`src/rtl/spi_rx_mode_pkg.sv`:
```
// Shared types for the SPI slave receiver: mode encoding, FSM states, width helper.
package spi_rx_mode_pkg;

  // Encoded as {CPOL, CPHA}
  typedef enum logic [1:0] {
    MODE0 = 2'b00,
    MODE1 = 2'b01,
    MODE2 = 2'b10,
    MODE3 = 2'b11
  } spi_mode_e;

  typedef enum logic [1:0] {
    ST_RESYNC,
    ST_IDLE,
    ST_SHIFT
  } rx_state_e;

  function automatic int clog2(input int value);
    int r;
    r = 0;
    while ((1 << r) < value) r++;
    return r;
  endfunction

  // Data is captured on the rising SCLK edge when CPOL and CPHA agree.
  function automatic logic sample_on_rise(input spi_mode_e mode);
    return ~(mode[1] ^ mode[0]);
  endfunction

endpackage

```
`src/rtl/spi_rx_mode_if.sv`:
```
// SPI pins plus the received-word valid/ready stream and status pulses.
interface spi_rx_mode_if #(
  parameter int DATA_W = 8
);
  logic              spi_sclk;
  logic              spi_cs_n;
  logic              spi_mosi;
  logic [DATA_W-1:0] rx_data;
  logic              rx_valid;
  logic              rx_ready;
  logic              frame_err;
  logic              overrun;
  logic              busy;

  modport master (
    output spi_sclk, spi_cs_n, spi_mosi, rx_ready,
    input  rx_data, rx_valid, frame_err, overrun, busy
  );

  modport slave (
    input  spi_sclk, spi_cs_n, spi_mosi, rx_ready,
    output rx_data, rx_valid, frame_err, overrun, busy
  );
endinterface

```
`src/rtl/spi_sync_edge.sv`:
```
// Synchronises SCLK/CS_n/MOSI into the system clock and flags the sampling SCLK edge.
module spi_sync_edge #(
  parameter int SYNC_STAGES = 2,
  parameter bit SAMPLE_RISE = 1'b1,
  parameter bit SCLK_IDLE   = 1'b0
) (
  input  logic clk,
  input  logic rst,
  input  logic sclk,
  input  logic cs_n,
  input  logic mosi,
  output logic sample_pulse,
  output logic cs_n_s,
  output logic mosi_s
);

  logic [SYNC_STAGES-1:0] sclk_q;
  logic [SYNC_STAGES-1:0] cs_q;
  logic [SYNC_STAGES-1:0] mosi_q;
  logic                   sclk_d;
  logic                   sclk_s;

  always_ff @(posedge clk or posedge rst) begin
    if (rst) begin
      sclk_q <= {SYNC_STAGES{SCLK_IDLE}};
      cs_q   <= '1;
      mosi_q <= '0;
      sclk_d <= SCLK_IDLE;
    end else begin
      sclk_q <= {sclk_q[SYNC_STAGES-2:0], sclk};
      cs_q   <= {cs_q[SYNC_STAGES-2:0], cs_n};
      mosi_q <= {mosi_q[SYNC_STAGES-2:0], mosi};
      sclk_d <= sclk_s;
    end
  end

  assign sclk_s = sclk_q[SYNC_STAGES-1];
  assign cs_n_s = cs_q[SYNC_STAGES-1];
  // MOSI tapped at the same depth as SCLK so the sampled bit lines up with the edge.
  assign mosi_s = mosi_q[SYNC_STAGES-1];

  assign sample_pulse = SAMPLE_RISE ? (sclk_s & ~sclk_d) : (~sclk_s & sclk_d);

endmodule

```
`src/rtl/spi_rx_mode.sv`:
```
// SPI slave receiver: oversampled deserialiser, word FIFO with valid/ready output,
// frame-error and overrun pulses.
module spi_rx_mode
  import spi_rx_mode_pkg::*;
#(
  parameter int DATA_W      = 8,
  parameter int CPOL        = 0,
  parameter int CPHA        = 0,
  parameter int MSB_FIRST   = 1,
  parameter int SYNC_STAGES = 2,
  parameter int FIFO_DEPTH  = 4
) (
  input  logic          RST_clk,
  input  logic          RST_n,
  spi_rx_mode_if.slave  bus
);

  localparam bit        CPOL_B = (CPOL != 0);
  localparam bit        CPHA_B = (CPHA != 0);
  localparam spi_mode_e MODE   = spi_mode_e'({CPOL_B, CPHA_B});
  localparam int        CNT_W  = clog2(DATA_W);
  localparam int        AW     = clog2(FIFO_DEPTH);
  localparam int        SET_W  = clog2(SYNC_STAGES + 1);

  localparam logic [CNT_W-1:0] LAST_BIT = CNT_W'(DATA_W - 1);
  localparam logic [SET_W-1:0] SETTLE   = SET_W'(SYNC_STAGES);
  localparam logic [AW:0]      FULL_CNT = (AW + 1)'(FIFO_DEPTH);

  logic sample_pulse;
  logic cs_n_s;
  logic mosi_s;

  spi_sync_edge #(
    .SYNC_STAGES (SYNC_STAGES),
    .SAMPLE_RISE (sample_on_rise(MODE)),
    .SCLK_IDLE   (CPOL_B)
  ) u_sync (
    .clk          (RST_clk),
    .rst          (RST_n),
    .sclk         (bus.spi_sclk),
    .cs_n         (bus.spi_cs_n),
    .mosi         (bus.spi_mosi),
    .sample_pulse (sample_pulse),
    .cs_n_s       (cs_n_s),
    .mosi_s       (mosi_s)
  );

  rx_state_e         state, state_nxt;
  logic [CNT_W-1:0]  bit_cnt, bit_cnt_nxt;
  logic [DATA_W-1:0] shreg, shreg_nxt, shifted;
  logic [SET_W-1:0]  settle_cnt, settle_nxt;
  logic              word_done;
  logic              push;
  logic              ferr_c;

  always_ff @(posedge RST_clk or posedge RST_n) begin
    if (RST_n) begin
      state      <= ST_RESYNC;
      bit_cnt    <= '0;
      shreg      <= '0;
      settle_cnt <= '0;
    end else begin
      state      <= state_nxt;
      bit_cnt    <= bit_cnt_nxt;
      shreg      <= shreg_nxt;
      settle_cnt <= settle_nxt;
    end
  end

  assign shifted   = (MSB_FIRST != 0) ? {shreg[DATA_W-2:0], mosi_s}
                                      : {mosi_s, shreg[DATA_W-1:1]};
  assign word_done = sample_pulse && (bit_cnt == LAST_BIT);

  always_comb begin
    state_nxt   = state;
    bit_cnt_nxt = bit_cnt;
    shreg_nxt   = shreg;
    settle_nxt  = settle_cnt;
    push        = 1'b0;
    ferr_c      = 1'b0;
    case (state)
      // Wait for the synchronisers to flush, then for a genuine CS_n high,
      // so a frame already running at reset release is skipped.
      ST_RESYNC: begin
        if (settle_cnt != SETTLE) begin
          settle_nxt = settle_cnt + 1'b1;
        end else if (cs_n_s) begin
          state_nxt = ST_IDLE;
        end
      end
      ST_IDLE: begin
        if (!cs_n_s) begin
          state_nxt   = ST_SHIFT;
          bit_cnt_nxt = '0;
          shreg_nxt   = '0;
        end
      end
      ST_SHIFT: begin
        if (sample_pulse) begin
          shreg_nxt   = shifted;
          bit_cnt_nxt = word_done ? '0 : bit_cnt + 1'b1;
          push        = word_done;
        end
        if (cs_n_s) begin
          state_nxt = ST_IDLE;
          ferr_c    = (bit_cnt != '0) && !word_done;
        end
      end
      default: state_nxt = ST_RESYNC;
    endcase
  end

  assign bus.busy = (state == ST_SHIFT);

  logic [DATA_W-1:0] mem [FIFO_DEPTH];
  logic [AW-1:0]     wr_ptr;
  logic [AW-1:0]     rd_ptr;
  logic [AW:0]       count;
  logic              full;
  logic              pop;
  logic              wr_en;
  logic              rx_valid;
  logic              frame_err_q;
  logic              overrun_q;

  assign rx_valid = (count != '0);
  assign full     = (count == FULL_CNT);
  assign pop      = rx_valid & bus.rx_ready;
  // A simultaneous pop frees a slot, so a push into a full FIFO still lands.
  assign wr_en    = push & (~full | pop);

  always_ff @(posedge RST_clk or posedge RST_n) begin
    if (RST_n) begin
      for (int i = 0; i < FIFO_DEPTH; i++) mem[i] <= '0;
      wr_ptr      <= '0;
      rd_ptr      <= '0;
      count       <= '0;
      frame_err_q <= 1'b0;
      overrun_q   <= 1'b0;
    end else begin
      if (wr_en) begin
        mem[wr_ptr] <= shifted;
        wr_ptr      <= wr_ptr + 1'b1;
      end
      if (pop) rd_ptr <= rd_ptr + 1'b1;
      count       <= count + {{AW{1'b0}}, wr_en} - {{AW{1'b0}}, pop};
      frame_err_q <= ferr_c;
      overrun_q   <= push & full & ~pop;
    end
  end

  assign bus.rx_data   = mem[rd_ptr];
  assign bus.rx_valid  = rx_valid;
  assign bus.frame_err = frame_err_q;
  assign bus.overrun   = overrun_q;

endmodule

```
`src/flat_wrapper.sv`:
```
// flat-port wrapper written by rule: the top's interface ports become plain ports
module spi_rx_mode_flat import spi_rx_mode_pkg::*;
#(
  parameter int DATA_W      = 8,
  parameter int CPOL        = 0,
  parameter int CPHA        = 0,
  parameter int MSB_FIRST   = 1,
  parameter int SYNC_STAGES = 2,
  parameter int FIFO_DEPTH  = 4
)
  (RST_clk, RST_n, bus_spi_sclk, bus_spi_cs_n, bus_spi_mosi, bus_rx_ready, bus_rx_data, bus_rx_valid, bus_frame_err, bus_overrun, bus_busy);
  spi_rx_mode_if #(.DATA_W(DATA_W)) bus_i ();
  input  logic RST_clk;
  input  logic RST_n;
  input wire logic [$bits(bus_i.spi_sclk)-1:0] bus_spi_sclk;
  input wire logic [$bits(bus_i.spi_cs_n)-1:0] bus_spi_cs_n;
  input wire logic [$bits(bus_i.spi_mosi)-1:0] bus_spi_mosi;
  input wire logic [$bits(bus_i.rx_ready)-1:0] bus_rx_ready;
  output wire logic [$bits(bus_i.rx_data)-1:0] bus_rx_data;
  output wire logic [$bits(bus_i.rx_valid)-1:0] bus_rx_valid;
  output wire logic [$bits(bus_i.frame_err)-1:0] bus_frame_err;
  output wire logic [$bits(bus_i.overrun)-1:0] bus_overrun;
  output wire logic [$bits(bus_i.busy)-1:0] bus_busy;
  assign bus_i.spi_sclk = bus_spi_sclk;
  assign bus_i.spi_cs_n = bus_spi_cs_n;
  assign bus_i.spi_mosi = bus_spi_mosi;
  assign bus_i.rx_ready = bus_rx_ready;
  assign bus_rx_data = bus_i.rx_data;
  assign bus_rx_valid = bus_i.rx_valid;
  assign bus_frame_err = bus_i.frame_err;
  assign bus_overrun = bus_i.overrun;
  assign bus_busy = bus_i.busy;
  spi_rx_mode #(.DATA_W(DATA_W), .CPOL(CPOL), .CPHA(CPHA), .MSB_FIRST(MSB_FIRST), .SYNC_STAGES(SYNC_STAGES), .FIFO_DEPTH(FIFO_DEPTH)) u_core (.RST_clk(RST_clk), .RST_n(RST_n), .bus(bus_i));
endmodule
```
`config.mk`:
```
export PLATFORM = sky130hd
export DESIGN_NAME = spi_rx_mode_flat
export DESIGN_NICKNAME = d
export VERILOG_FILES = /design/src/rtl/spi_rx_mode_pkg.sv /design/src/rtl/spi_rx_mode_if.sv /design/src/rtl/spi_sync_edge.sv /design/src/rtl/spi_rx_mode.sv /design/src/flat_wrapper.sv
export SDC_FILE = /design/constraint.sdc
export NUM_CORES = 1
export LEC_CHECK = 0
export CORE_MARGIN = 1
export CORE_UTILIZATION = 40
export CTS_BUF_LIST = sky130_fd_sc_hd__clkbuf_8
export DETAILED_ROUTE_END_ITERATION = 8
export SLEW_MARGIN = 5
export SYNTH_ARGS = -nofsm -noshare
export SYNTH_HDL_FRONTEND = slang
export SYNTH_SLANG_ARGS = --single-unit
```
`constraint.sdc`:
```
create_clock -name RST_clk -period 4.7 [get_ports RST_clk]
set_input_delay 0.94 -clock RST_clk [delete_from_list [all_inputs] [get_ports RST_clk]]
set_output_delay 0.94 -clock RST_clk [all_outputs]
set_load 0.05 [all_outputs]
```
==> metrics list <==
- Detailed placement ended at an HPWL of 3420 µm.
- The die covers 7210 µm².
- Clock tree synthesis inserted a total of 9 buffers.
* Post-CTS setup-driven buffer insertion count: 0
- Worst path required time: 3760 ps
* Destination of the worst register-to-register timing path: u_core.count[2]
- After detailed routing, the number of vias per cell comes to 5.28.
* Critical Path AT: 2350 ps
* Root Buffer Master: sky130_fd_sc_hd__clkbuf_8
- Setup crit end kind: output pin
- When the netlist entered floorplanning its net count stood at 204.
- Register-to-Register Path Depth: 8
- Yosys printed 0 warnings.
- Crit Path Category: reg -> out
- Of the synthesized area, sequential elements account for 0.565.
- The most critical setup path has its startpoint at u_core.state[0].
* Overall track demand over capacity in global routing: 0.158
- Lkg Pwr: 1.59 nW
* Synth cell types: 34
- Total routed wire length on the met1 layer: 2220 µm
- Post-route ant nets: 0
- The finished cells cover 3220 µm².
- Cell area after synthesis: 2750 µm²
- Sum of buffers and inverters on the critical path: 2
* Cells along the critical path: nand2b_1, inv_1, clkdlybuf4s50_1
* Core Util, Final: 0.495
* Share of the cycle needed by the critical path after routing: 0.701
- The number of antenna violations at the first check in global routing is 0.
* Per-cell routed wire length: 16.8 µm
- Worst-skew pair later-pin latency: 330 ps
* Total clock sinks: 62
- In the synthesized netlist the async set-or-reset flop fraction comes to 1.00.
* Critical path capture point: bus_busy
* Gate Count Post-Synth: 187
- Initial core utilization: 0.424
- Across all hold checks on the routed design, the worst slack comes to 354 ps.
* Clock-pin slew on the worst setup and hold paths: 70 ps
- Setup repair after global routing left no endpoint under its margin.
- Worst-case vdd ir drop: 0.178 mV
- Kind of cell adding the most delay to the critical path: buffers and inverters
- In this run the power density over the cells is 415 nW/µm².
- For the final database, setup skew stands at 8.62 ps.
- CTS hold repair buffers: 0
- The repair_antennas step left the layout with diodes totalling 0.
- Critical Path Start Type: register
- Die height: 84.9 µm
- The share of synthesized area in the top cell type comes to 0.546.
* Mean Syn Cell Area: 14.7 µm²
- Before antenna repair, the detailed router went through 6 iterations.
* Final setup viols: 0
* Count of state elements after synthesis: 62
* Die boundary width: 84.9 µm
- Routed wl met3: 136 µm
- Remaining Overflow, GRT: 0
- Worst slack at placement: 1710 ps
* Global-route wire length before repair: 8520 µm
* Number of buffers added on ports: 17
- Measured against its own limit, the worst slew margin works out to 0.603.
- Wirelength, routed: 4880 µm
- Tmin final: 3290 ps
- In the final layout, the share of cells above drive strength 1 is 0.319.
* Amount of wire on met2 after detailed routing: 2470 µm
- Total Negative Setup Slacks: 0 ps
- Number of max-cap violations: 0
- First DRT Iteration DRCs: 51
- Floorplan row count: 29
* Routability-driven placement congestion ratio: 0.787
- In this run the most critical hold path is launched from u_core.u_sync.mosi_q[0].
* Worst path max stage delay: 910 ps
* Placed standard-cell area: 2980 µm²
* Count of flip-flops with a built-in enable after synthesis: 0
- The run finished with clean final reports.
- Final routed DRC violation total: 0
- Via count: 1531
* Worst-margin pin slew: 596 ps
- The largest individual stage delay along the critical path comes from the cell sky130_fd_sc_hd__clkdlybuf4s50_1.
- The longest clock path from root to sink contains 2 buffers.
- The area growth from synthesis to layout is 16.9%.
- For this run, the leading register cell type out of synthesis is sky130_fd_sc_hd__dfrtp_1.
- Class of the worst hold path: reg -> reg
- Number of pins exceeding their max-slew limit in the final report: 0
- R2r setup slk: 2260 ps
- After floorplanning, the core was sized to cover 6490 µm².
* Top cell type by total area after synthesis: sky130_fd_sc_hd__dfrtp_1
- TritonCTS built the clock tree.
* Endpoints failing hold: 0
- Along the worst path, the maximum fanout reaches 12.
* Maximum operating frequency: 304 MHz
- Entering global routing, the biggest net connects 35 pins.
- The H-tree was split into 3 levels.
- Synth top area cells: sky130_fd_sc_hd__dfrtp_1 55%, sky130_fd_sc_hd__mux2_2 14%, sky130_fd_sc_hd__mux4_2 6.5%
- The number of global-route vias before repair is 1714.
- Top routing layer used: met4
* Worst Slack Setup Final: 1410 ps
- Start of the worst register-to-register path: u_core.state[0]
- Once the clock tree was built, the resizer swapped 0 gates to a different size.
- The final layout contains 226 nets.
- In this run the number of cells on the critical path is 3.
* Number of placed I/O pins: 18
-- registers in the layout (all words and copies together), names as in the netlist --
signal,cells
u_core.u_sync.mosi_q,2
u_core.u_sync.cs_q,2
u_core.count,3
u_core.rd_ptr,2
u_core.bit_cnt,3
u_core.bus.frame_err,1
u_core.wr_ptr,2
u_core.settle_cnt,2
u_core.bus.overrun,1
u_core.u_sync.sclk_d,1
u_core.mem,32
u_core.u_sync.sclk_q,2
u_core.shreg,7
u_core.state,2
-- worst reg2reg max path: stages, from the launching register on --
cell and delay (ps):
sky130_fd_sc_hd__dfrtp_1 480, sky130_fd_sc_hd__nand2b_1 220, sky130_fd_sc_hd__inv_1 420, sky130_fd_sc_hd__and3_4 330, sky130_fd_sc_hd__ha_1 140, sky130_fd_sc_hd__inv_1 50, sky130_fd_sc_hd__fa_1 390, sky130_fd_sc_hd__xnor2_1 190
sky130_fd_sc_hd__xnor2_1 140
-- where the power goes --
part | leakage [nW] | total [mW] | internal [mW] | switching, mW
combinational | 0.641 | 0.152 | 0.0815 | 0.0710
sequential | 0.823 | 0.629 | 0.564 | 0.0650
clock | 0.124 | 0.555 | 0.361 | 0.194
total | 1.59 | 1.34 | 1.01 | 0.330
-- cells in the mapped netlist (2+ instances only) --
cell and n:
sky130_fd_sc_hd__nand4_4 2, sky130_fd_sc_hd__mux2_2 33, sky130_fd_sc_hd__nand2_1 9, sky130_fd_sc_hd__dfstp_2 2
sky130_fd_sc_hd__xnor2_1 5, sky130_fd_sc_hd__a21o_1 3, sky130_fd_sc_hd__nand4_2 2, sky130_fd_sc_hd__dfrtp_1 60
sky130_fd_sc_hd__ha_1 10, sky130_fd_sc_hd__buf_6 2, sky130_fd_sc_hd__nand2b_1 2, sky130_fd_sc_hd__clkbuf_1 2
sky130_fd_sc_hd__mux2i_1 5, sky130_fd_sc_hd__inv_1 17, sky130_fd_sc_hd__mux4_2 8, sky130_fd_sc_hd__buf_2 3
sky130_fd_sc_hd__nor4_1 4, sky130_fd_sc_hd__o21ai_0 2
-- placed cells by master (no fill, tap or decap), drive strengths merged, types with 2 or more instances in the layout --
master / count
bufinv: 3
xnor2: 5
a21o: 3
mux2i: 5
clkbuf: 10
nand2: 9
nand4: 4
and3: 2
mux4: 8
dfstp: 2
dfrtp: 60
clkdlybuf4s50: 17
nor4: 4
mux2: 34
nand2b: 2
inv: 18
o21ai: 2
or3: 2
ha: 10
-- per-layer routing --
metal  up-vias  GRT usage
li1        700          -
met1       805      0.193
met2        20      0.267
met3         6     0.0477
met4         0     0.0601
met5         -          0
-- stage by stage --
step / cells / power (mW)
after floorplan: 187 / 0.756
after global placement: 275 / 0.782
after detailed placement: 275 / 0.796
after CTS: 290 / 1.36
after global routing: 290 / 1.40
final: 290 / 1.34
-- worst min path at each step --
stage	to	cells past startpoint
after global placement	u_core.u_sync.mosi_q[1]	0
final	u_core.u_sync.mosi_q[1]	0
after detailed placement	u_core.u_sync.mosi_q[1]	0
after global routing	u_core.u_sync.mosi_q[1]	0
after floorplan	u_core.u_sync.mosi_q[1]	0
after CTS	u_core.u_sync.mosi_q[1]	0
-- final cells by class --
type                            count  area, µm²
Fill cell                         558       3280
Sequential cell                    62       1550
Multi-Input combinational cell    101       1090
Timing Repair Buffer               18        178
Clock buffer                       10        138
Clock inverter                      5       98.8
Tap cell                           77       96.3
Inverter                           17       63.8
-- kinds of logic after synthesis --
group           Yosys count  share of synthesized area
flops                    62                      0.565
buf+inv                  24                     0.0396
xor+xnor                  6                     0.0191
mux                      47                      0.224
compound gates            9                     0.0236
simple gates             28                     0.0759
fa+ha+maj                11                     0.0528
Note: power is estimated with default switching activity, not from simulation.
